===== config.mk =====
export PLATFORM = sky130hd
export DESIGN_NAME = tcm_port_arb_flat
export DESIGN_NICKNAME = d
export VERILOG_FILES = /design/src/rtl/tcm_arb_pkg.sv /design/src/rtl/tcm_port_arb_if.sv /design/src/rtl/tcm_arb_pick.sv /design/src/rtl/tcm_port_arb.sv /design/src/flat_wrapper.sv
export SDC_FILE = /design/constraint.sdc
export NUM_CORES = 1
export LEC_CHECK = 0
export BUFFER_PORTS_ARGS = -buffer_cell sky130_fd_sc_hd__buf_2
export CORE_AREA = 2 2 115 117
export DETAILED_ROUTE_END_ITERATION = 10
export DIE_AREA = 0 0 117 119
export GPL_TIMING_DRIVEN = 0
export PLACE_DENSITY = 0.45
export SYNTH_ARGS = -nofsm -noshare
export SYNTH_HDL_FRONTEND = slang
export SYNTH_HIERARCHICAL = 1
export SYNTH_SLANG_ARGS = --single-unit

===== constraint.sdc =====
create_clock -name clk -period 2.8 [get_ports clk]
set_input_delay 0.42 -clock clk [delete_from_list [all_inputs] [get_ports clk]]
set_output_delay 0.42 -clock clk [all_outputs]
set_load 0.03 [all_outputs]

===== src/rtl/tcm_arb_pkg.sv =====
// rtl/tcm_arb_pkg.sv - shared owner encoding and address-check helpers for tcm_port_arb
package tcm_arb_pkg;

  localparam logic OWN_M0 = 1'b0;
  localparam logic OWN_M1 = 1'b1;

  function automatic int calc_ob(input int dw);
    return (dw == 64) ? 3 : 2;
  endfunction

  // In-window and naturally aligned for a word of 2^ob bytes
  function automatic logic addr_ok(input logic [31:0] addr, input logic [31:0] base,
                                   input int aw, input int ob);
    logic [31:0] lo_mask;
    logic [31:0] hi_mask;
    lo_mask = (32'd1 << ob) - 32'd1;
    hi_mask = ~((32'd1 << (aw + ob)) - 32'd1);
    return (((addr ^ base) & hi_mask) == 32'd0) && ((addr & lo_mask) == 32'd0);
  endfunction

endpackage


===== src/rtl/tcm_port_arb_if.sv =====
// rtl/tcm_port_arb_if.sv - per-master request/response bundle for tcm_port_arb
interface tcm_port_arb_if #(parameter int DW = 32);

  logic            req;
  logic            we;
  logic [31:0]     addr;
  logic [DW-1:0]   wdata;
  logic [DW/8-1:0] wstrb;
  logic            gnt;
  logic            rvalid;
  logic [DW-1:0]   rdata;
  logic            err;

  modport master (output req, we, addr, wdata, wstrb,
                  input  gnt, rvalid, rdata, err);

  modport slave  (input  req, we, addr, wdata, wstrb,
                  output gnt, rvalid, rdata, err);

endinterface


===== src/rtl/tcm_arb_pick.sv =====
// rtl/tcm_arb_pick.sv - one-hot grant selection; round-robin with last_gnt when TCM_ARB_RR_EN is defined
module tcm_arb_pick
  import tcm_arb_pkg::*;
#(
  parameter bit M1_HIGH_PRIO = 1'b1
) (
`ifdef TCM_ARB_RR_EN
  input  logic clk,
  input  logic rst_n,
`endif
  input  logic req0,
  input  logic req1,
  output logic gnt0,
  output logic gnt1
);

  logic pick1;

`ifdef TCM_ARB_RR_EN
  logic last_gnt;

  // Reset to M1 so the first tie goes to M0
  assign pick1 = req1 && (!req0 || (last_gnt == OWN_M0));

  always_ff @(posedge clk or negedge rst_n) begin
    if (!rst_n) begin
      last_gnt <= OWN_M1;
    end else if (req0 || req1) begin
      last_gnt <= pick1 ? OWN_M1 : OWN_M0;
    end
  end
`else
  assign pick1 = req1 && (!req0 || M1_HIGH_PRIO);
`endif

  assign gnt1 = pick1;
  assign gnt0 = req0 && !pick1;

endmodule


===== src/rtl/tcm_port_arb.sv =====
// rtl/tcm_port_arb.sv - two-master to single-port TCM arbiter; TCM_ARB_RR_EN selects round-robin
module tcm_port_arb
  import tcm_arb_pkg::*;
#(
  parameter int          AW           = 12,
  parameter int          DW           = 32,
  parameter logic [31:0] BASE_ADDR    = 32'h0000_0000,
  parameter int          M1_HIGH_PRIO = 1
) (
  input  logic            clk,
  input  logic            rst_n,
  tcm_port_arb_if.slave   m0,
  tcm_port_arb_if.slave   m1,
  output logic            mem_en,
  output logic            mem_we,
  output logic [AW-1:0]   mem_addr,
  output logic [DW-1:0]   mem_wdata,
  output logic [DW/8-1:0] mem_wstrb,
  input  logic [DW-1:0]   mem_rdata
);

  localparam int OB = calc_ob(DW);

  logic            gnt0;
  logic            gnt1;
  logic            any_gnt;
  logic            win_we;
  logic [31:0]     win_addr;
  logic [DW-1:0]   win_wdata;
  logic [DW/8-1:0] win_wstrb;
  logic            win_ok;

  logic rsp_vld;
  logic rsp_owner;
  logic rsp_err;
  logic rsp_rd;
  logic rv0;
  logic rv1;
  logic rd_ok;

  tcm_arb_pick #(
    .M1_HIGH_PRIO (M1_HIGH_PRIO != 0)
  ) u_pick (
`ifdef TCM_ARB_RR_EN
    .clk   (clk),
    .rst_n (rst_n),
`endif
    .req0  (m0.req),
    .req1  (m1.req),
    .gnt0  (gnt0),
    .gnt1  (gnt1)
  );

  assign m0.gnt  = gnt0;
  assign m1.gnt  = gnt1;
  assign any_gnt = gnt0 || gnt1;

  // Without a grant the memory side simply follows M0
  assign win_we    = gnt1 ? m1.we    : m0.we;
  assign win_addr  = gnt1 ? m1.addr  : m0.addr;
  assign win_wdata = gnt1 ? m1.wdata : m0.wdata;
  assign win_wstrb = gnt1 ? m1.wstrb : m0.wstrb;
  assign win_ok    = addr_ok(win_addr, BASE_ADDR, AW, OB);

  assign mem_en    = any_gnt && win_ok;
  assign mem_we    = mem_en && win_we;
  assign mem_addr  = win_addr[AW+OB-1:OB];
  assign mem_wdata = win_wdata;
  assign mem_wstrb = win_we ? win_wstrb : '0;

  always_ff @(posedge clk or negedge rst_n) begin
    if (!rst_n) begin
      rsp_vld   <= 1'b0;
      rsp_owner <= OWN_M0;
      rsp_err   <= 1'b0;
      rsp_rd    <= 1'b0;
    end else begin
      rsp_vld   <= any_gnt;
      rsp_owner <= gnt1 ? OWN_M1 : OWN_M0;
      rsp_err   <= any_gnt && !win_ok;
      rsp_rd    <= !win_we;
    end
  end

  assign rv0   = rsp_vld && (rsp_owner == OWN_M0);
  assign rv1   = rsp_vld && (rsp_owner == OWN_M1);
  assign rd_ok = rsp_rd && !rsp_err;

  assign m0.rvalid = rv0;
  assign m1.rvalid = rv1;
  assign m0.err    = rv0 && rsp_err;
  assign m1.err    = rv1 && rsp_err;
  assign m0.rdata  = (rv0 && rd_ok) ? mem_rdata : '0;
  assign m1.rdata  = (rv1 && rd_ok) ? mem_rdata : '0;

endmodule


===== src/flat_wrapper.sv =====
// flat-port wrapper written by rule: the top's interface ports become plain ports
module tcm_port_arb_flat import tcm_arb_pkg::*;
#(
  parameter int          AW           = 12,
  parameter int          DW           = 32,
  parameter logic [31:0] BASE_ADDR    = 32'h0000_0000,
  parameter int          M1_HIGH_PRIO = 1
)
  (clk, rst_n, mem_en, mem_we, mem_addr, mem_wdata, mem_wstrb, mem_rdata, m0_req, m0_we, m0_addr, m0_wdata, m0_wstrb, m0_gnt, m0_rvalid, m0_rdata, m0_err, m1_req, m1_we, m1_addr, m1_wdata, m1_wstrb, m1_gnt, m1_rvalid, m1_rdata, m1_err);
  tcm_port_arb_if #(.DW(DW)) m0_i ();
  tcm_port_arb_if #(.DW(DW)) m1_i ();
  input  logic clk;
  input  logic rst_n;
  output logic mem_en;
  output logic mem_we;
  output logic [AW-1:0] mem_addr;
  output logic [DW-1:0] mem_wdata;
  output logic [DW/8-1:0] mem_wstrb;
  input  logic [DW-1:0] mem_rdata;
  input wire logic [$bits(m0_i.req)-1:0] m0_req;
  input wire logic [$bits(m0_i.we)-1:0] m0_we;
  input wire logic [$bits(m0_i.addr)-1:0] m0_addr;
  input wire logic [$bits(m0_i.wdata)-1:0] m0_wdata;
  input wire logic [$bits(m0_i.wstrb)-1:0] m0_wstrb;
  output wire logic [$bits(m0_i.gnt)-1:0] m0_gnt;
  output wire logic [$bits(m0_i.rvalid)-1:0] m0_rvalid;
  output wire logic [$bits(m0_i.rdata)-1:0] m0_rdata;
  output wire logic [$bits(m0_i.err)-1:0] m0_err;
  input wire logic [$bits(m1_i.req)-1:0] m1_req;
  input wire logic [$bits(m1_i.we)-1:0] m1_we;
  input wire logic [$bits(m1_i.addr)-1:0] m1_addr;
  input wire logic [$bits(m1_i.wdata)-1:0] m1_wdata;
  input wire logic [$bits(m1_i.wstrb)-1:0] m1_wstrb;
  output wire logic [$bits(m1_i.gnt)-1:0] m1_gnt;
  output wire logic [$bits(m1_i.rvalid)-1:0] m1_rvalid;
  output wire logic [$bits(m1_i.rdata)-1:0] m1_rdata;
  output wire logic [$bits(m1_i.err)-1:0] m1_err;
  assign m0_i.req = m0_req;
  assign m0_i.we = m0_we;
  assign m0_i.addr = m0_addr;
  assign m0_i.wdata = m0_wdata;
  assign m0_i.wstrb = m0_wstrb;
  assign m0_gnt = m0_i.gnt;
  assign m0_rvalid = m0_i.rvalid;
  assign m0_rdata = m0_i.rdata;
  assign m0_err = m0_i.err;
  assign m1_i.req = m1_req;
  assign m1_i.we = m1_we;
  assign m1_i.addr = m1_addr;
  assign m1_i.wdata = m1_wdata;
  assign m1_i.wstrb = m1_wstrb;
  assign m1_gnt = m1_i.gnt;
  assign m1_rvalid = m1_i.rvalid;
  assign m1_rdata = m1_i.rdata;
  assign m1_err = m1_i.err;
  tcm_port_arb #(.AW(AW), .DW(DW), .BASE_ADDR(BASE_ADDR), .M1_HIGH_PRIO(M1_HIGH_PRIO)) u_core (.clk(clk), .rst_n(rst_n), .m0(m0_i), .m1(m1_i), .mem_en(mem_en), .mem_we(mem_we), .mem_addr(mem_addr), .mem_wdata(mem_wdata), .mem_wstrb(mem_wstrb), .mem_rdata(mem_rdata));
endmodule

==> results.md, run 1 <==
* Status: finished, final reports clean
* Synth Register Bits at 4
* Arrival time worst endpoint at 1990 ps
* GRT Overall Usage at 0.0914
* Max VDD drop at 0.0956 mV
* FFs w/ async S/R, synth at 1.00
* CTS Root Cell: clkbuf_16
* Initial Util at 0.103
* HP Class: in2reg
* Combinational group share of total power at 0.631
* Fin Hold WS at 482 ps
* Syn-to-layout area delta at 134%
* Max cap viols at 0
* Setup crit end kind: output pin
* Via/cell ratio at 3.67
* Final Hold Fails at 0
* Critical path startpoint category: primary input
* GP Congestion at 0.775
* Seq pwr share at 0.084
* Final ANT Viol Nets at 0
* Syn Nets at 339
* CP max FO at 10
* Tcrit/Tclk final at 0.861
* Layout cell share with drive strength beyond 1 at 0.762
* Register area share after synthesis at 0.0752
* Fin Setup TNS at 0 ps
* Cell-internal power at 0.000450 W
* RSZ-0062 raised after global routing: no
* Final nets at 639
* Setup violations, final at 0
* Psw at 0.000317 W
* Largest net degree at the start of global routing at 11
* Max-slew headroom at 0.581
* Fin. max-slew vios at 0
* DIE WIDTH at 117 um
* Die area at 0.0139 mm^2
* Vias in the first global route at 2190
* Post-Route WL at 7420 um
* Clk pwr share at 0.285
* Area fraction of the dominant cell type after synthesis at 0.372
* Floorplan core area at 0.0129 mm^2
* Htree depth at 1
* Clk slew on worst S/H paths at 30 ps
* Post-synth EDFFs at 0
* Mapped Area at 0.00133 mm^2
* Most common cell in the synthesized netlist: and2_1
* Number of port buffers at 293
* Commonest cells post-synth: and2_1, mux2_2, nor2_1
* Cts repair resizes at 0
* Ant. Diodes at 0
* Synth area leader: mux2_2
* Ys flop type: dfrtp_1
* CTS buffer count at 3
* Power Density at 247 mW/mm^2
* Placement Rows at 42
* Vias at 2343
* First-pass GRT wire length at 10100 um
* Avg Cell Area, Syn at 8.07 um^2
* I/O pins at 294
* Initial drt markers at 17
* Worst-margin pin slew at 611 ps
* Sw Share at 0.414
* CTS Sinks at 4
* Largest cells by area after synthesis: mux2_2, and2_1, dfrtp_1, mux2i_1, nor4_1
* CTS tree: done
* Synth Instances at 165
* GRT overflow at 0
* Leakage power at 1.85 nW
* Detailed placer's ending HPWL at 6900 um
* Yosys cell types at 22
* Pre-Repair DR Iteration Count at 4
* Critical path class: in2out
* Die Y-Extent at 119 um
* Routed length per instance at 11.6 um
* Top achievable clock speed at 0.415 GHz
* CP Data Required Time at 2380 ps
* Ys Warns at 6
* DRC at 0
* Clock Path Buffers at 2
* Fin crit period at 2410 ps
* Initial antenna violation count at 0
[power groups by stage]
stage	Clock (W)	Sequential (W)	Combinational, W
finish	0.000219	0.0000642	0.000484
global route	0.000227	0.0000650	0.000518
detailed placement	0	0.0000650	0.000487
global placement	0	0.0000645	0.000483
CTS	0.000224	0.0000643	0.000491
floorplan	0	0.0000639	0.000273
[per-stage QoR]
| stage | setup slack (ps) | util | std cells | cell area [um^2] | total power, W |
|---|---|---|---|---|---|
| 3_5_place_dp | 42.3 | 0.234 | 634 | 3020 | 0.000552 |
| 6_report | 390 | 0.242 | 639 | 3110 | 0.000767 |
| 5_1_grt | 259 | 0.242 | 639 | 3110 | 0.000810 |
| 3_3_place_gp | 43.3 | 0.234 | 634 | 3020 | 0.000548 |
| 2_1_floorplan | 567 | - | 165 | 1330 | 0.000337 |
| 4_1_cts | 41.1 | 0.241 | 638 | 3100 | 0.000779 |
[cell type report]
class | count | area [um^2]
Buffer | 13 | 62.6
Clock buffer | 3 | 75.1
Fill cell | 1417 | 9760
Sequential cell | 4 | 100
Inverter | 1 | 3.75
Timing Repair Buffer | 295 | 1480
Multi-Input combinational cell | 147 | 1160
Tap cell | 176 | 220
[placed cells by master (no fill, tap or decap), drive strengths merged]
cell type,synthesis,final
a222oi,1,1
and3,1,1
nor4,8,8
dlygate4sd3,0,1
mux2,44,44
nand2,2,2
nand3,3,3
and2,67,67
nor2b,2,2
clkbuf,6,9
and3b,2,2
mux2i,5,5
dfrtp,4,4
nor2,8,8
nor3,2,2
nand3b,1,1
inv,1,1
nor3b,1,1
buf,7,301
[worst paths after layout]
check | startpoint | cells after the start | to | slack, ps
min in group asynchronous | rst_n | 2 | u_core/rsp_owner$_DFF_PN0_ | 550
max in group asynchronous | rst_n | 2 | u_core/rsp_rd$_DFF_PN0_ | 2130
setup / recovery | m1_req | 9 | mem_we | 390
hold / removal | m1_req | 2 | u_core/rsp_owner$_DFF_PN0_ | 480
[metal layers]
layer | up-vias | wire, um | global-route usage
li1 | 1160 | - | -
met1 | 1003 | 2780 | 0.0956
met2 | 174 | 3820 | 0.184
met3 | 6 | 725 | 0.0137
met4 | 0 | 88 | 0.0235
met5 | - | 0 | 0
[worst max-delay path, stage by stage]
cell,delay [ps]
buf_2,120
buf_4,150
buf_4,170
nor3_1,200
nand2_1,70
a222oi_1,310
buf_4,190
nor3b_2,140
buf_2,230
[sequential cells by signal, summed over array words and instances, names as in the netlist]
| name | count |
|---|---|
| u_core/rsp_vld | 1 |
| u_core/rsp_rd | 1 |
| u_core/rsp_err | 1 |
| u_core/rsp_owner | 1 |
[kinds of logic (layout without fill, tap and decap cells)]
logic type,count (synthesis),in the layout,share of synthesized area
AOI/OAI and AO/OA,1,1,0.00752
DFF,4,4,0.0752
and+or+nand+nor,97,97,0.458
muxes,49,49,0.410
buffers and inverters,14,312,0.0498
[repair_timing]
action | CTS | global route
endpoints found under the hold margin | 4 | 0
setup buffers | 0 | 1
setup endpoints to repair | 0 | 2
hold buffers | 1 | 0
No activity file was read; power rests on OpenSTA's default activity.
==> run 2, diff against run 1 <==
GPL_TIMING_DRIVEN = 1   (was 0)
==> results.md, run 2 (synthesis gave the netlist of run 1 again) <==
* Status: finished, final reports clean
* CTS Hold Bufs at 1 (unchanged)
* CP Data Required Time at 2380 ps (about the same)
* GRT Overall Usage at 0.0928 (+0.00136)
* Commonest non-fill, non-tap cell in the layout: buf_2
* CP Launch Point: m1_addr[26]
* Fin Setup TNS at 0 ps (unchanged)
* Placement Rows at 42 (unchanged)
* Ant. Diodes at 0 (unchanged)
* Leakage power at 1.83 nW (-1.2%)
* Pre-Repair DR Iteration Count at 4 (unchanged)
* Final ANT Viol Nets at 0 (unchanged)
* Worst-margin pin slew at 840 ps (+229 ps)
* Fin crit period at 2350 ps (-58.8 ps)
* Critical path startpoint category: primary input
* Setup ws final at 449 ps (+58.8 ps)
* Clk slew on worst S/H paths at 30 ps (about the same)
* I/O pins at 294 (unchanged)
* HP Class: in2async
* Final nets at 629 (-1.6%)
* Cts repair resizes at 0 (unchanged)
* GP Congestion at 0.783 (+1.0%)
* Clock Path Buffers at 2 (unchanged)
* Initial drt markers at 36 (+19)
* Syn-to-layout area delta at 131%
* Tcrit/Tclk final at 0.840 (-0.0210)
* Die Y-Extent at 119 um (unchanged)
* Initial antenna violation count at 0 (unchanged)
* DIE WIDTH at 117 um (unchanged)
* Busiest layer in global routing: met2
* CTS Root Cell: clkbuf_16
* Vias at 2329 (-0.60%)
* Post-Route WL at 7400 um (-0.20%)
* Die area at 0.0139 mm^2 (unchanged)
* Vias in the first global route at 2196 (+0.27%)
* Arrival time worst endpoint at 1930 ps (-60 ps)
* Pre-CTS setup slack at 429 ps (+387 ps)
* First-pass GRT wire length at 10300 um (+1.8%)
* CTS tree: done
* Setup crit end kind: output pin
* Max VDD drop at 0.153 mV (+60%)
* Postcts setup bufs at 0 (unchanged)
* Htree depth at 1 (unchanged)
* Commonest non-fill, non-tap cells in the layout: buf_2, and2_1, mux2_2
* Power Density at 249 mW/mm^2 (+1.2%)
* RSZ-0062 raised after global routing: no
* Fin. max-slew vios at 0 (unchanged)
* Detailed placer's ending HPWL at 6700 um (-2.9%)
* Max-slew headroom at 0.440 (-0.141)
* Final core utilization at 0.238 (-0.00311)
* Setup violations, final at 0 (unchanged)
* Critical path class: in2out
* Floorplan core area at 0.0129 mm^2 (unchanged)
* Max cap viols at 0 (unchanged)
* Layout cell share with drive strength beyond 1 at 0.770 (+0.00800)
* GR Util met1 at 0.0925 (-0.00309)
* CTS buffer count at 3 (unchanged)
* Number of port buffers at 293 (unchanged)
* Via/cell ratio at 3.70 (+0.98%)
* Final Hold Fails at 0 (unchanged)
* Routed length per instance at 11.8 um (+1.4%)
* Fin Hold WS at 547 ps (+65.0 ps)
* CTS Sinks at 4 (unchanged)
* Initial Util at 0.103 (unchanged)
* GR Util met2 at 0.186 (+0.00289)
* Top achievable clock speed at 0.425 GHz (+2.5%)
* Met3 Track Usage GR at 0.0260 (+0.0122)
* CP max FO at 3 (-7)
* Largest net degree at the start of global routing at 35 (+24)
* DRC at 0 (unchanged)
* GRT overflow at 0 (unchanged)
## run 2: cell count changes in the layout (fill, tap and decap cells not counted), sizes merged
cell / delta
clkbuf: -6
buf: -4
## run 2: critical path, cell delays in order
cell      delay [ps]
buf_2             90
nor4_1           420
nand3_1          150
a222oi_1         290
buf_4            190
nor3b_2          140
buf_2            230
## run 2: worst paths after layout
check	end	slack, ps
max in group asynchronous	u_core/rsp_rd$_DFF_PN0_	2120
min in group clk	u_core/rsp_rd$_DFF_PN0_	550
min	u_core/rsp_err$_DFF_PN0_	550
max	mem_we	450
## run 2: per-stage QoR
step	std cells	area, um^2	total power, W
2_1_floorplan	165	1330	0.000337
3_3_place_gp	625	2990	0.000542
3_5_place_dp	625	2990	0.000547
4_1_cts	629	3070	0.000780
5_1_grt	629	3070	0.000813
6_report	629	3070	0.000766
## run 2: cell type report
cell class / instances / area [um^2]
Multi-Input combinational cell: 147 / 1160
Inverter: 1 / 3.75
Tap cell: 176 / 220
Fill cell: 1435 / 9800
Timing Repair Buffer: 298 / 1510
Clock buffer: 3 / 75.1
Sequential cell: 4 / 100
## run 2: routing by layer
metal  up-vias  routed length (um)
li1       1138                   -
met1      1015                2630
met2       172                3900
met3         4                 826
met4         0                  48
met5         -                   0
## run 2: power by group
part | internal, W | switching [W] | total [W]
logic | 0.000203 | 0.000276 | 0.000479
registers | 0.0000619 | 0.00000233 | 0.0000643
clock network | 0.000182 | 0.0000403 | 0.000223
==> run 3, diff against run 2 <==
CORE_AREA = 2 2 114 116   (was 2 2 115 117)
DIE_AREA = 0 0 116 118   (was 0 0 117 119)
PLACE_DENSITY = 0.47   (was 0.45)
clock period = 1.91 ns   (was 2.8 ns; I/O delays follow)
==> results.md, run 3 (synthesis gave the netlist of run 1 again) <==
* Status: finished with violations
* Failing checks: setup timing
* Largest net degree at the start of global routing at 33 (-5.7%)
* I/O pins at 294 (unchanged)
* Vias in the first global route at 2214 (+0.82%)
* Commonest non-fill, non-tap cells in the layout: buf_2, and2_1, mux2_2
* Critical path class: in2out
* Clk slew on worst S/H paths at 30 ps (about the same)
* Clk pwr share at 0.282 (-0.009)
* Max-slew headroom at 0.762 (+0.322)
* Detailed placer's ending HPWL at 6870 um (+2.5%)
* Layout cell share with drive strength beyond 1 at 0.789 (+0.0191)
* Number of port buffers at 293 (unchanged)
* DIE WIDTH at 116 um (-0.85%)
* Final Hold Fails at 0 (unchanged)
* Critical path startpoint category: primary input
* CTS Root Cell: clkbuf_16
* Fin. max-slew vios at 0 (unchanged)
* Setup violations, final at 1 (+1)
* Initial Util at 0.107 (+0.00384)
* Psw at 0.000475 W (+49%)
* Final core utilization at 0.259 (+0.0201)
* Power Total at 0.00115 W (+50%)
* Leakage power at 1.87 nW (+1.9%)
* CP max FO at 3 (unchanged)
* Syn-to-layout area delta at 141%
* Clock Path Buffers at 2 (unchanged)
* Htree depth at 1 (unchanged)
* Tcrit/Tclk final at 1.01
* CTS buffer count at 3 (unchanged)
* DP Area at 0.00301 mm^2 (+0.88%)
* GP Congestion at 0.729 (-6.9%)
* Final ANT Viol Nets at 0 (unchanged)
* Via/cell ratio at 3.73 (+0.85%)
* Max cap viols at 0 (unchanged)
* Ant. Diodes at 0 (unchanged)
* Setup ws final at -17.8 ps (-467 ps)
* Setup crit end kind: output pin
* Routed length per instance at 12.2 um (+3.5%)
* Cell-internal power at 0.000671 W (+50%)
* Post-Route WL at 7650 um (+3.3%)
* Pre-CTS setup slack at -155 ps (-584 ps)
* RSZ-0062 raised after global routing: yes
* First-pass GRT wire length at 10400 um (+1.2%)
* Initial antenna violation count at 0 (unchanged)
* Final nets at 632 (+0.48%)
* Power Density at 357 mW/mm^2 (+43%)
* GRT Overall Usage at 0.0962 (+0.00339)
* HP Class: in2reg
* Vias at 2345 (+0.69%)
* Die Y-Extent at 118 um (-0.84%)
* Max VDD drop at 0.201 mV (+31%)
* Arrival time worst endpoint at 1640 ps (-290 ps)
* Top achievable clock speed at 0.519 GHz
* Placement Rows at 41 (-2.4%)
* GRT overflow at 0 (unchanged)
* Pre-Repair DR Iteration Count at 4 (unchanged)
* Final Instance Area at 0.00321 mm^2 (+4.6%)
* Commonest non-fill, non-tap cell in the layout: buf_2
* CTS tree: done
* Seq pwr share at 0.082 (-0.002)
* CTS Sinks at 4 (unchanged)
* Initial drt markers at 24 (-33%)
* Floorplan core area at 0.0124 mm^2 (-3.6%)
* Combinational group share of total power at 0.636 (+0.011)
* CP Data Required Time at 1620 ps (-760 ps)
* DRC at 0 (unchanged)
* Hold Path Cell Cnt at 3
* Die area at 0.0137 mm^2 (-1.7%)
* Sw Share at 0.415 (-0.00177)
* Fin crit period at 1930 ps
* Worst-margin pin slew at 357 ps (-483 ps)
## run 3: cell types whose count changed in the layout (fill, tap and decap cells not counted), moves of 2 or more
cell    before  now
buf_2      293  284
buf_4        4    6
buf_6        0    9
nor4_1       6    1
nor4_2       2    5
nor4_4       0    2
## run 3: metrics by stage
step | TNS (ps) | hold slack [ps] | instances
2_1_floorplan | 0 | -9.09 | 165
3_3_place_gp | -305 | 91.1 | 624
3_5_place_dp | -1000 | 91.5 | 624
4_1_cts | -62.4 | 423 | 628
5_1_grt | -218 | 427 | 628
6_report | -17.8 | 412 | 628
## run 3: what timing repair did
item,in CTS,in global routing
pin swaps,4,6
hold buffers,1,0
gates resized for setup,10,12
setup endpoints to repair,34,7
endpoints found under the hold margin,4,0
setup buffers,0,0
## run 3: path summary, 6_finish.rpt
kind | start | endpoint | slack [ps]
hold / removal | m1_we | u_core/rsp_rd$_DFF_PN0_ | 410
setup / recovery | m1_addr[18] | mem_we | -20
max in group asynchronous | rst_n | u_core/rsp_vld$_DFF_PN0_ | 1370
min in group asynchronous | rst_n | u_core/rsp_err$_DFF_PN0_ | 420
## run 3: cell type report
type / count / area [um^2]
inverter: 1 / 3.75
clock buffer: 3 / 75.1
multi-input combinational: 147 / 1230
sequential: 4 / 100
fill: 1388 / 9200
tap: 172 / 215
timing repair buffer: 301 / 1590
## run 3: power groups by stage
stage | Sequential, W | Clock [W] | Combinational (W)
2_1_floorplan | 0.0000939 | 0 | 0.000402
3_3_place_gp | 0.0000948 | 0 | 0.000710
3_5_place_dp | 0.0000949 | 0 | 0.000715
4_1_cts | 0.0000941 | 0.000330 | 0.000725
5_1_grt | 0.0000955 | 0.000339 | 0.000777
6_report | 0.0000943 | 0.000323 | 0.000729
## run 3: metal layers
metal  up-vias  part of all wire  wire (um)  GRT usage
met5         -                 0          0          0
met4         0            0.0097         74     0.0246
met3         5              0.10        784     0.0160
met2       172              0.55       4190      0.208
met1      1020              0.34       2600     0.0868
li1       1148                 -          -          -
## run 3: critical path: stages
cell and delay (ps):
buf_2 110, nor4_2 260, nand3_1 130, a222oi_1 330
buf_4 180, nor3b_4 180, buf_6 160
